==> config.mk <==
export PLATFORM = sky130hd
export DESIGN_NAME = cdb_broadcaster
export DESIGN_NICKNAME = d
export VERILOG_FILES = /design/src/rtl/cdb_broadcaster.sv
export SDC_FILE = /design/constraint.sdc
export NUM_CORES = 1
export LEC_CHECK = 0
export ABC_AREA = 1
export CAP_MARGIN = 10
export CORE_ASPECT_RATIO = 0.6
export CORE_MARGIN = 1.5
export CORE_UTILIZATION = 57
export DETAILED_ROUTE_END_ITERATION = 8
export PLACE_DENSITY = 0.82
export SETUP_SLACK_MARGIN = 0.1
export SLEW_MARGIN = 20
export SYNTH_ARGS = -nofsm -noshare
export SYNTH_HDL_FRONTEND = slang
export SYNTH_SLANG_ARGS = --single-unit
==> constraint.sdc <==
create_clock -name clk -period 2.95 [get_ports clk]
set_input_delay 0.7375 -clock clk [delete_from_list [all_inputs] [get_ports clk]]
set_output_delay 0.7375 -clock clk [all_outputs]
set_load 0.02 [all_outputs]
==> src/rtl/cdb_broadcaster.sv <==
// Per-unit result buffers feeding a round-robin common data bus: one (tag, value) per cycle,
// 1-cycle accept-to-broadcast latency; a unit sees ready low only while its buffer is full.
module cdb_broadcaster #(
  parameter int DATA_W = 8,
  parameter int TAG_W  = 4,
  parameter int DEPTH  = 2
) (
  input  logic              clk,
  input  logic              rst,
  input  logic              add_valid,
  input  logic [TAG_W-1:0]  add_tag,
  input  logic [DATA_W-1:0] add_data,
  output logic              add_ready,
  input  logic              mult_valid,
  input  logic [TAG_W-1:0]  mult_tag,
  input  logic [DATA_W-1:0] mult_data,
  output logic              mult_ready,
  input  logic              fetch_valid,
  input  logic [TAG_W-1:0]  fetch_tag,
  input  logic [DATA_W-1:0] fetch_data,
  output logic              fetch_ready,
  output logic              cdb_valid,
  output logic [TAG_W-1:0]  cdb_tag,
  output logic [DATA_W-1:0] cdb_data,
  output logic [1:0]        adder_done,
  output logic [1:0]        mult_done,
  output logic [1:0]        fetch_done,
  output logic              bad_tag
);

  localparam int NU    = 3;
  localparam int PTR_W = (DEPTH > 1) ? $clog2(DEPTH) : 1;
  localparam int CNT_W = $clog2(DEPTH + 1);

  typedef struct packed {
    logic [TAG_W-1:0]  tag;
    logic [DATA_W-1:0] data;
  } beat_t;

  logic [NU-1:0] in_vld;
  beat_t         in_beat [NU];
  logic [NU-1:0] full;
  logic [NU-1:0] push;
  logic [NU-1:0] pop;
  logic [NU-1:0] bad_beat;

  beat_t            mem_q    [NU][DEPTH];
  beat_t            mem_d    [NU][DEPTH];
  logic [PTR_W-1:0] wr_ptr_q [NU];
  logic [PTR_W-1:0] wr_ptr_d [NU];
  logic [PTR_W-1:0] rd_ptr_q [NU];
  logic [PTR_W-1:0] rd_ptr_d [NU];
  logic [CNT_W-1:0] cnt_q    [NU];
  logic [CNT_W-1:0] cnt_d    [NU];

  logic [1:0]        rr_q, rr_d;
  logic              grant_vld;
  logic [1:0]        grant_idx;
  beat_t             head;

  logic              cdb_valid_q, cdb_valid_d;
  logic [TAG_W-1:0]  cdb_tag_q, cdb_tag_d;
  logic [DATA_W-1:0] cdb_data_q, cdb_data_d;
  logic [5:0]        done_q, done_d;
  logic              bad_tag_q, bad_tag_d;

  // Unit u owns the RS tag pair {2u+1, 2u+2}.
  function automatic logic tag_legal(input int unit, input logic [TAG_W-1:0] tag);
    return (tag == TAG_W'(2 * unit + 1)) || (tag == TAG_W'(2 * unit + 2));
  endfunction

  assign in_vld[0]  = add_valid;
  assign in_vld[1]  = mult_valid;
  assign in_vld[2]  = fetch_valid;
  assign in_beat[0] = {add_tag, add_data};
  assign in_beat[1] = {mult_tag, mult_data};
  assign in_beat[2] = {fetch_tag, fetch_data};

  always_comb begin
    for (int u = 0; u < NU; u++) begin
      full[u] = (cnt_q[u] == CNT_W'(DEPTH));
    end
  end

  always_comb begin : arb
    int cand;
    cand      = 0;
    grant_vld = 1'b0;
    grant_idx = 2'd0;
    head      = '0;
    pop       = '0;
    for (int k = 0; k < NU; k++) begin
      cand = (int'(rr_q) + k) % NU;
      if (!grant_vld && (cnt_q[cand] != '0)) begin
        grant_vld = 1'b1;
        grant_idx = 2'(cand);
        head      = mem_q[cand][rd_ptr_q[cand]];
        pop[cand] = 1'b1;
      end
    end
    rr_d = rr_q;
    if (grant_vld) begin
      rr_d = (grant_idx == 2'd2) ? 2'd0 : grant_idx + 2'd1;
    end
  end

  // Illegal beats are still handshaken so the producer never stalls on them.
  always_comb begin
    for (int u = 0; u < NU; u++) begin
      mem_d[u]    = mem_q[u];
      wr_ptr_d[u] = wr_ptr_q[u];
      rd_ptr_d[u] = rd_ptr_q[u];
      cnt_d[u]    = cnt_q[u];
      push[u]     = in_vld[u] && !full[u] && tag_legal(u, in_beat[u].tag);
      bad_beat[u] = in_vld[u] && !full[u] && !tag_legal(u, in_beat[u].tag);
      if (push[u]) begin
        mem_d[u][wr_ptr_q[u]] = in_beat[u];
        wr_ptr_d[u]           = wr_ptr_q[u] + PTR_W'(1);
      end
      if (pop[u]) begin
        rd_ptr_d[u] = rd_ptr_q[u] + PTR_W'(1);
      end
      case ({push[u], pop[u]})
        2'b10:   cnt_d[u] = cnt_q[u] + CNT_W'(1);
        2'b01:   cnt_d[u] = cnt_q[u] - CNT_W'(1);
        default: cnt_d[u] = cnt_q[u];
      endcase
    end
  end

  always_comb begin
    cdb_valid_d = grant_vld;
    cdb_tag_d   = grant_vld ? head.tag : '0;
    cdb_data_d  = grant_vld ? head.data : '0;
    for (int j = 0; j < 6; j++) begin
      done_d[j] = grant_vld && (head.tag == TAG_W'(j + 1));
    end
    bad_tag_d = |bad_beat;
  end

  always_ff @(posedge clk) begin
    if (rst) begin
      for (int u = 0; u < NU; u++) begin
        for (int i = 0; i < DEPTH; i++) begin
          mem_q[u][i] <= '0;
        end
        wr_ptr_q[u] <= '0;
        rd_ptr_q[u] <= '0;
        cnt_q[u]    <= '0;
      end
      rr_q        <= 2'd0;
      cdb_valid_q <= 1'b0;
      cdb_tag_q   <= '0;
      cdb_data_q  <= '0;
      done_q      <= '0;
      bad_tag_q   <= 1'b0;
    end else begin
      for (int u = 0; u < NU; u++) begin
        mem_q[u]    <= mem_d[u];
        wr_ptr_q[u] <= wr_ptr_d[u];
        rd_ptr_q[u] <= rd_ptr_d[u];
        cnt_q[u]    <= cnt_d[u];
      end
      rr_q        <= rr_d;
      cdb_valid_q <= cdb_valid_d;
      cdb_tag_q   <= cdb_tag_d;
      cdb_data_q  <= cdb_data_d;
      done_q      <= done_d;
      bad_tag_q   <= bad_tag_d;
    end
  end

  assign add_ready   = !full[0];
  assign mult_ready  = !full[1];
  assign fetch_ready = !full[2];
  assign cdb_valid   = cdb_valid_q;
  assign cdb_tag     = cdb_tag_q;
  assign cdb_data    = cdb_data_q;
  assign adder_done  = done_q[1:0];
  assign mult_done   = done_q[3:2];
  assign fetch_done  = done_q[5:4];
  assign bad_tag     = bad_tag_q;

endmodule

Yosys cells after proc, flatten, opt, wreduce, memory -nomap -nowiden
Memories as Yosys holds them, arrays and structs flattened.
Index checks and enable logic that the tools add are counted.
{"block": "classes", "addsub": 15, "div": 3, "magnitude_cmp": 15, "n_eq_ne": 22, "mux": 64, "bitwise": 21, "n_reduce_logical": 39}
{"operator": "$mux 12", "count": 15}
{"operator": "$mux 24", "count": 6}
{"operator": "$ge 32x1->1 const B", "count": 3}
{"operator": "$lt 32x4->1 const B", "count": 3}
{"operator": "$bwmux 24", "count": 3}
{"operator": "$mod 32x3->32 const B", "count": 2}
{"operator": "$demux 12 s1", "count": 3}
{"operator": "$mod 3x3->32 const B", "count": 1}
{"operator": "$eq 4x3->1 const B", "count": 6}
{"operator": "$logic_and 1x1->1", "count": 23}
{"operator": "$mux 1", "count": 21}
{"operator": "$eq 4x2->1 const B", "count": 4}
{"operator": "$eq 2x2->1 const B", "count": 7}
{"operator": "$mux 2", "count": 7}
{"operator": "$ge 2x2->1 const B", "count": 6}
{"operator": "$not 1->2", "count": 6}
{"operator": "$or 1x1->1", "count": 12}
{"operator": "$pmux 2 s2", "count": 3}
{"operator": "$mux 3", "count": 3}
{"operator": "$add 2x1->2 const B", "count": 4}
{"operator": "$eq 4x1->1 const B", "count": 2}
{"operator": "$logic_not 1->1", "count": 8}
{"operator": "$add 1x1->1 const B", "count": 6}
{"operator": "$demux 1 s2", "count": 3}
{"operator": "11 further kinds", "count": 22}
{"block": "word_totals", "register_bits": 22, "ramBits": 84, "in_bits": 41, "elab_cells": 189, "mem_count": 4}
{"name": "mem_q", "words": 3, "word_bits": 24, "read_ports": 6, "rd_ports_with_merged_regs": 0, "write_ports": 3, "line": "47", "source": "beat_t mem_q [NU][DEPTH];"}
{"name": "cnt_q", "words": 3, "word_bits": 2, "read_ports": 6, "rd_ports_with_merged_regs": 0, "write_ports": 3, "line": "53", "source": "logic [CNT_W-1:0] cnt_q [NU];"}
{"name": "rd_ptr_q", "words": 3, "word_bits": 1, "read_ports": 6, "rd_ports_with_merged_regs": 0, "write_ports": 3, "line": "51", "source": "logic [PTR_W-1:0] rd_ptr_q [NU];"}
{"name": "wr_ptr_q", "words": 3, "word_bits": 1, "read_ports": 3, "rd_ports_with_merged_regs": 0, "write_ports": 3, "line": "49", "source": "logic [PTR_W-1:0] wr_ptr_q [NU];"}

Logic depth before layout (Yosys ltp)
{"block": "depth", "word_depth": 13, "mapped_depth": 17, "mapped_depth_nobuf": 16}

Worst setup path after synthesis
Ideal clock, no wire load.
{"block": "synth_path", "path_type": "register to register", "startpoint": "reg rr_q[0]", "endpoint": "mem cnt_q[1][1] (netlist bit)", "setup_ps": 132, "arrival_time_ps": 2217, "setup_slack_ps": 601, "path_stages_with_launch": 17, "path_buffers": 1, "period_less_slack_ps": 2349, "cell_sequence": "dfxtp_1 -> inv_1 -> ha_1 -> buf_4 -> inv_4 -> nand2_1 -> nand3_1 -> nand2_2 -> inv_2 -> nand3_2 -> inv_2 -> a21oi_1 -> inv_1 -> ha_1 -> nor2_1 -> and3_1 -> nor3_1"}
{"element": "from (decl)", "line": "56", "source": "logic [1:0] rr_q, rr_d;"}
{"element": "from (signal assigned)", "line": "164", "source": "rr_q <= rr_d;"}
{"element": "to (decl)", "line": "53"}

==> flow_summary.yaml <==
setup_path:
  crit_start: "rr_q[0]$_SDFFE_PP0P_"
  critPathMaxStageDelay_ns: 0.39
  crit_path_start_kind: "register"
  cp.arrival_ns: 2.88
  crit_buf_inv: 3
  end_kind: "register"
  crit_fanout: 5
  reg2regPathDepth: 14
  cp_cell_sequence: "inv_1 > ha_1 > inv_4 > nand2_1 > nand3_1 > nand2_2 > nand2_2 > o21ai_1 > a21oi_1 > inv_1 > ha_1 > nor2_1 > and3_1 > nor3_1"
  regToRegSetupSlack_ns: 0.30
  r2r-start: "rr_q[0]$_SDFFE_PP0P_"
  crit_slowest_cell: "dfxtp_1"
  r2r-end: "cnt_q[1][1]$_SDFFE_PP0P_"
  critPathRequiredTime_ns: 3.18
  crit_type: "reg2reg"
  path_delay_family: "simple AND/OR/NAND/NOR gates"
floorplan:
  dieArea_sq_mm: 0.0113
  num_rows: 28
  fp.coreArea_sq_mm: 0.0101
  start_util_pct: 60.2
  pin_count: 64
  fp.dieH_um: 83.1
  die_x_um: 136
synthesis:
  synth_area_leaders: "dfxtp_1 (35%), nand2_1 (15%), o21ai_0 (9.4%)"
  yosysTopAreaCell: "dfxtp_1"
  yosysTopAreaCellShare_pct: 34.8
  yosysWarnings: 0
  synthesis.area_sq_mm: 0.00609
  ys_ff_latch: 106
  ys_seq_area_share_pct: 34.8
  synth.avg_cell_area_sq_um: 6.50
  synth_nets: 985
  netlist-cell-type-count: 32
  synthCells: 937
cts:
  cts_buffers: 9
  cts_setup_buffers: 0
  clk_pin_slew_ns: 0.07
  cts_root_buf: "clkbuf_16"
  cts_hold_buf: 0
  clock_latency_ns: 0.35
  cts_htree_levels: 3
  cts_resized: 0
  clock_sinks: 106
  clockBufferDepth: 2
  cts_tree: "yes"
global_route:
  grt_max_degree: 52
  grt_pass1_vias: 5291
  grt_pass1_wl_mm: 28.7
  grt-ovfl-total: 0
  antenna_found_initial: 0
  grtUsageTotal_pct: 32.3
place:
  place_ws_ns: 0.210
  placed_area_sq_mm: 0.00679
  portBuffers: 63
  gp_congestion: 0.974
  dp_hpwl_mm: 13.1
final_layout:
  drive_gt1_share_pct: 7.32
  syn_to_final_growth_pct: 16.6
  finish.utilization_pct: 70.1
  n_fill_cell: 895
  nNetsFinal: 1026
  mostFrequentLayoutCell: "nand2_1"
  multi_input_area_sq_mm: 0.00334
  layout_common_cells: "nand2_1 (237), o21ai_0 (114), dfxtp_1 (106)"
  regArea_sq_mm: 0.00212
  post-route-cell-area_sq_mm: 0.00710
  diodes: 0
worst_hold_path:
  hold_depth: 2
  min_path_type: "reg2reg"
  hold_start: "mem_q[0][0]$_SDFFE_PP0P_"
  min_delay_worst_endpoint: "mem_q[0][0]$_SDFFE_PP0P_"
timing:
  post-route-period-util_pct: 89.9
  hold_viol_final: 0
  tightest_slew_ns: 0.537
  setup_viol: 0
  rsz0062_at_grt: "yes"
  slew_headroom_pct: 64.2
  max_freq_mhz: 377
  finalSetupTns_ns: 0
  skew_ns: 0.00556
  layout_setup_ws_ns: 0.298
  maxSlewViolCount: 0
  period_minus_slack_ns: 2.65
power:
  vdd_drop_max_mv: 0.681
  power.leakage_nw: 2.78
  p_per_area_mw_per_mm2: 948
routing:
  wire_per_inst_um: 16.0
  drc_errors: 0
  drt_iter0_drc: 1035
  vias_per_cell: 5.78
  vias: 6465
  first_pass_iters: 5
  ant_nets: 0
  routed_wl_mm: 17.9
job:
  drv_cap: 0
outcome:
  status: "completed"
==> Yosys cell counts (all sizes together) <==
cell type	count
nand3	75
and3	2
nand2	243
o21bai	2
o21a	2
nor2	53
dfxtp	106
a21oi	97
clkbuf	19
o21ai	127
buf	36
xor2	2
nor3	10
a31oi	10
ha	7
o22ai	2
clkinv	2
inv	94
o211ai	46
a21boi	2
==> power breakdown <==
| group | total, mW | switching [mW] | internal [mW] |
|---|---|---|---|
| clock | 1.24 | 0.564 | 0.674 |
| combinational | 3.77 | 2.50 | 1.27 |
| sequential | 1.73 | 0.120 | 1.61 |
| total | 6.73 | 3.18 | 3.55 |
==> layer usage <==
layer / global-route usage (%) / up-vias / share of wire, %
li1: - / 3217 / -
met4: 4.16 / 0 / 0.68
met1: 54.5 / 2799 / 50
met2: 37.8 / 434 / 35
met3: 11.4 / 15 / 15
met5: 0 / - / 0
==> state kept, by name, indices dropped and copies added, names as in the netlist, 2 cells and up <==
register	flops
mem_q	72
cdb_data	8
cnt_q	6
done_q	6
cdb_tag	4
rd_ptr_q	3
wr_ptr_q	3
rr_q	2
==> cell type report <==
type / count / area share [%]
Clock buffer: 9 / 3.17
Tap cell: 135 / 2.38
Clock inverter: 7 / 1.15
Multi-Input combinational cell: 680 / 47.0
Sequential cell: 106 / 29.9
Inverter: 96 / 5.14
Timing Repair Buffer: 85 / 11.3
==> worst min-delay path, stage by stage (launching register included) <==
cell     delay, ns
dfxtp_1       0.32
inv_1         0.07
a21oi_1       0.06
==> per-stage QoR <==
step	power, mW	std cells	hold WS (ns)
2_1_floorplan	4.40	937	0.432
3_3_place_gp	5.34	1102	0.465
3_5_place_dp	5.39	1102	0.473
4_1_cts	6.62	1118	0.487
5_1_grt	7.21	1118	0.519
6_report	6.73	1118	0.489
==> cells by family (layout without fill, tap and decap cells) <==
logic type / count (synthesis) / count (layout) / synth area share, %
buf+inv: 151 / 197 / 10.4
simple gates: 383 / 383 / 26.7
fa+ha+maj: 7 / 7 / 1.44
compound gates: 288 / 288 / 26.3
flops: 106 / 106 / 34.8
xor+xnor: 2 / 2 / 0.288
==> worst max path at each step <==
stage | depth (start not counted) | slack (ns) | endpoint
after floorplan | 16 | 0.60 | cnt_q[1][1]$_SDFFE_PP0P_
after global placement | 8 | 0.31 | mem_q[1][0]$_SDFFE_PP0P_
after detailed placement | 8 | 0.21 | mem_q[1][17]$_SDFFE_PP0P_
after CTS | 11 | 0.34 | cnt_q[1][1]$_SDFFE_PP0P_
after global routing | 12 | 0.06 | cdb_data[0]$_SDFF_PP0_
final | 14 | 0.30 | cnt_q[1][1]$_SDFFE_PP0P_
Note: power is estimated with default switching activity, not from simulation.
==> RTL edit: new RTL, config.mk and constraints unchanged <==
`cdb_tag_q` and `cdb_data_q` no longer have a reset.
--- a/src/rtl/cdb_broadcaster.sv
+++ b/src/rtl/cdb_broadcaster.sv
@@ -152,4 +152,2 @@
       cdb_valid_q <= 1'b0;
-      cdb_tag_q   <= '0;
-      cdb_data_q  <= '0;
       done_q      <= '0;
@@ -165,4 +163,2 @@
       cdb_valid_q <= cdb_valid_d;
-      cdb_tag_q   <= cdb_tag_d;
-      cdb_data_q  <= cdb_data_d;
       done_q      <= done_d;
@@ -170,2 +166,7 @@
     end
+  end
+
+  always_ff @(posedge clk) begin
+    cdb_tag_q  <= cdb_tag_d;
+    cdb_data_q <= cdb_data_d;
   end
Check against the original RTL: differs if rst is asserted again (counterexample within 4 cycles, from zero or initial values and one cycle with rst high); with rst held inactive, the same outputs for 4 cycles.
==> RTL edit against the unedited design <==
  * Count of clock-buffer cells in the layout did not move
  * Power rose by 23%
  * Via count fell by 0.85%
  * Worst setup slack improved by 0.031 ns
  * Routed wire length rose by 3.8%
  * Area after synthesis rose by 2.1%
  * Design area rose by 0.39%
  * Non-clock buffer count fell by 5
  * Sequential cell count did not move
  * Sequential share of layout area fell by 0.098 points
==> RTL edit: results (changes against the unedited design) <==
outcome=complete, no violations; most frequent cells after synthesis=277 x sky130_fd_sc_hd__nand2_1, 106 x sky130_fd_sc_hd__dfxtp_1, 104 x sky130_fd_sc_hd__o21ai_0, 82 x sky130_fd_sc_hd__inv_1, 77 x sky130_fd_sc_hd__nor2_1; main area contributors after synthesis=sky130_fd_sc_hd__dfxtp_1 34%, sky130_fd_sc_hd__nand2_1 17%, sky130_fd_sc_hd__o211ai_1 8.9%, sky130_fd_sc_hd__o21ai_0 8.4%, sky130_fd_sc_hd__a21oi_1 5.1%; number of DRC markers after the initial detailed-route iteration=843 (-19%); number of port buffers=63 (unchanged); clock buffers created by TritonCTS=9 (unchanged); most used flip-flop cell after synthesis=sky130_fd_sc_hd__dfxtp_1; routability cong.=0.968 (-0.61%); portion of the post-synthesis area used by sequential elements=34.1% (-0.72 points); pin count of the biggest net entering global routing=59 (+13%); via count of the first global-routing pass=5292 (+0.019%); count of cell types in the netlist=29 (-9.4%); Async S/R FF share, synth=0% (unchanged); worst supply voltage drop on vdd=0.878 mV (+29%); Global Route Usage Sum=33.1% (+0.83 points); Leak Pwr=2.96 nW (+6.5%); largest fanout on the critical path=11 (+6); Int Power=4.01 mW (+13%); wire length of the first global-routing pass=29.4 mm (+2.5%); via-per-instance ratio=5.68 (-1.7%); top cell type's share of synthesized area=34.1% (-0.72 points); cell at the root of the clock tree=sky130_fd_sc_hd__clkbuf_16; net count after synthesis=1002 (+1.7%); Detail Placement HPWL=13.6 mm (+3.2%); Yosys warnings=0 (unchanged); CTS clk-pin slew, worst paths=0.07 ns (about the same); register ranked first by flip-flop count=mem_q; worst slew margin relative to its limit=61.9% (-2.3 points); count of buffers added by post-CTS timing repair for setup=0 (unchanged); CP arrival=2.90 ns (+0.02 ns); worst hold path type=reg2reg; CTS max path bufs=2 (unchanged); share of final-layout standard cells stronger than drive strength 1=6.98% (-0.35 points); number of slew-limit violations in the final report=0 (unchanged); number of gates resized after cts=0 (unchanged); Fillers=930 (+3.9%); antenna violations before repair=0 (unchanged); maximum clock skew at final layout=0.00784 ns (+0.00228 ns); clk_lat worst skew=0.35 ns (about the same); mean routed wirelength per cell=16.5 um (+2.9%); antenna cells=0 (unchanged); deepest level of the CTS H-tree=3 (unchanged); drt pass-1 iters=7 (+2); max FFs per register=72 (unchanged)
RTL edit: cell families after synthesis:
| logic type | Yosys count | synth area share (%) |
|---|---|---|
| adders and majority gates | 7 | 1.41 |
| and+or+nand+nor | 435 | 29.4 |
| DFF | 106 | 34.1 |
| buffers and inverters | 149 | 10.9 |
| AOI/OAI and AO/OA | 256 | 24.1 |
| xor gates and xnor gates | 1 | 0.141 |
RTL edit: path summary, 6_finish.rpt:
kind / from / end / slack (ns) / cells past startpoint
setup / recovery: rr_q[0] / cnt_q[0][1] / 0.33 / 16
setup reg to reg: rr_q[0] / cnt_q[0][1] / 0.33 / 16
hold / removal: mem_q[1][23] / mem_q[1][23] / 0.46 / 2
hold reg to reg: mem_q[1][23] / mem_q[1][23] / 0.46 / 2
RTL edit: area by class of cell:
type	instances	area (um2)	area share (%)
flip-flops and latches	106	2120	29.8
clock inverters	7	76.3	1.07
clock buffers	9	225	3.16
repair buffers	80	762	10.7
multi-input cells	699	3440	48.2
well taps	139	174	2.44
inverters	88	333	4.67
RTL edit: through the flow:
step / setup WS (ns) / area, um2 / std cells
finish: 0.329 / 7130 / 1128
global route: 0.102 / 7130 / 1128
CTS: 0.230 / 7110 / 1128
detailed placement: 0.167 / 6810 / 1112
global placement: 0.250 / 6810 / 1112
floorplan: 0.545 / 6220 / 954
RTL edit: metal layers:
| layer | up-vias | global-route usage (%) | part of all wire, % |
|---|---|---|---|
| met5 | - | 0 | 0 |
| met4 | 0 | 5.78 | 0.65 |
| met3 | 13 | 14.3 | 16 |
| met2 | 414 | 35.7 | 32 |
| met1 | 2767 | 56.2 | 51 |
| li1 | 3216 | - | - |
RTL edit: worst max-delay path: stages, from the launching register on:
cell and delay, ns:
sky130_fd_sc_hd__dfxtp_2 0.38, sky130_fd_sc_hd__inv_1 0.07, sky130_fd_sc_hd__ha_1 0.40, sky130_fd_sc_hd__inv_4 0.05, sky130_fd_sc_hd__o21ai_0 0.07, sky130_fd_sc_hd__nand3_1 0.11
sky130_fd_sc_hd__nand2_2 0.13, sky130_fd_sc_hd__nor2_4 0.04, sky130_fd_sc_hd__buf_4 0.18, sky130_fd_sc_hd__nand2_1 0.06, sky130_fd_sc_hd__nand2_1 0.04, sky130_fd_sc_hd__nor2_1 0.23
sky130_fd_sc_hd__inv_1 0.08, sky130_fd_sc_hd__ha_1 0.31, sky130_fd_sc_hd__nor2_1 0.15, sky130_fd_sc_hd__a21oi_1 0.08, sky130_fd_sc_hd__nor3_1 0.16
RTL edit: power groups by stage:
stage	Sequential, mW	Clock (mW)	Combinational (mW)
after global placement	1.78	0	4.93
after detailed placement	1.78	0	4.97
final	1.76	1.23	5.26
after global routing	1.78	1.32	5.77
after CTS	1.75	1.24	5.03
after floorplan	1.84	0	3.91
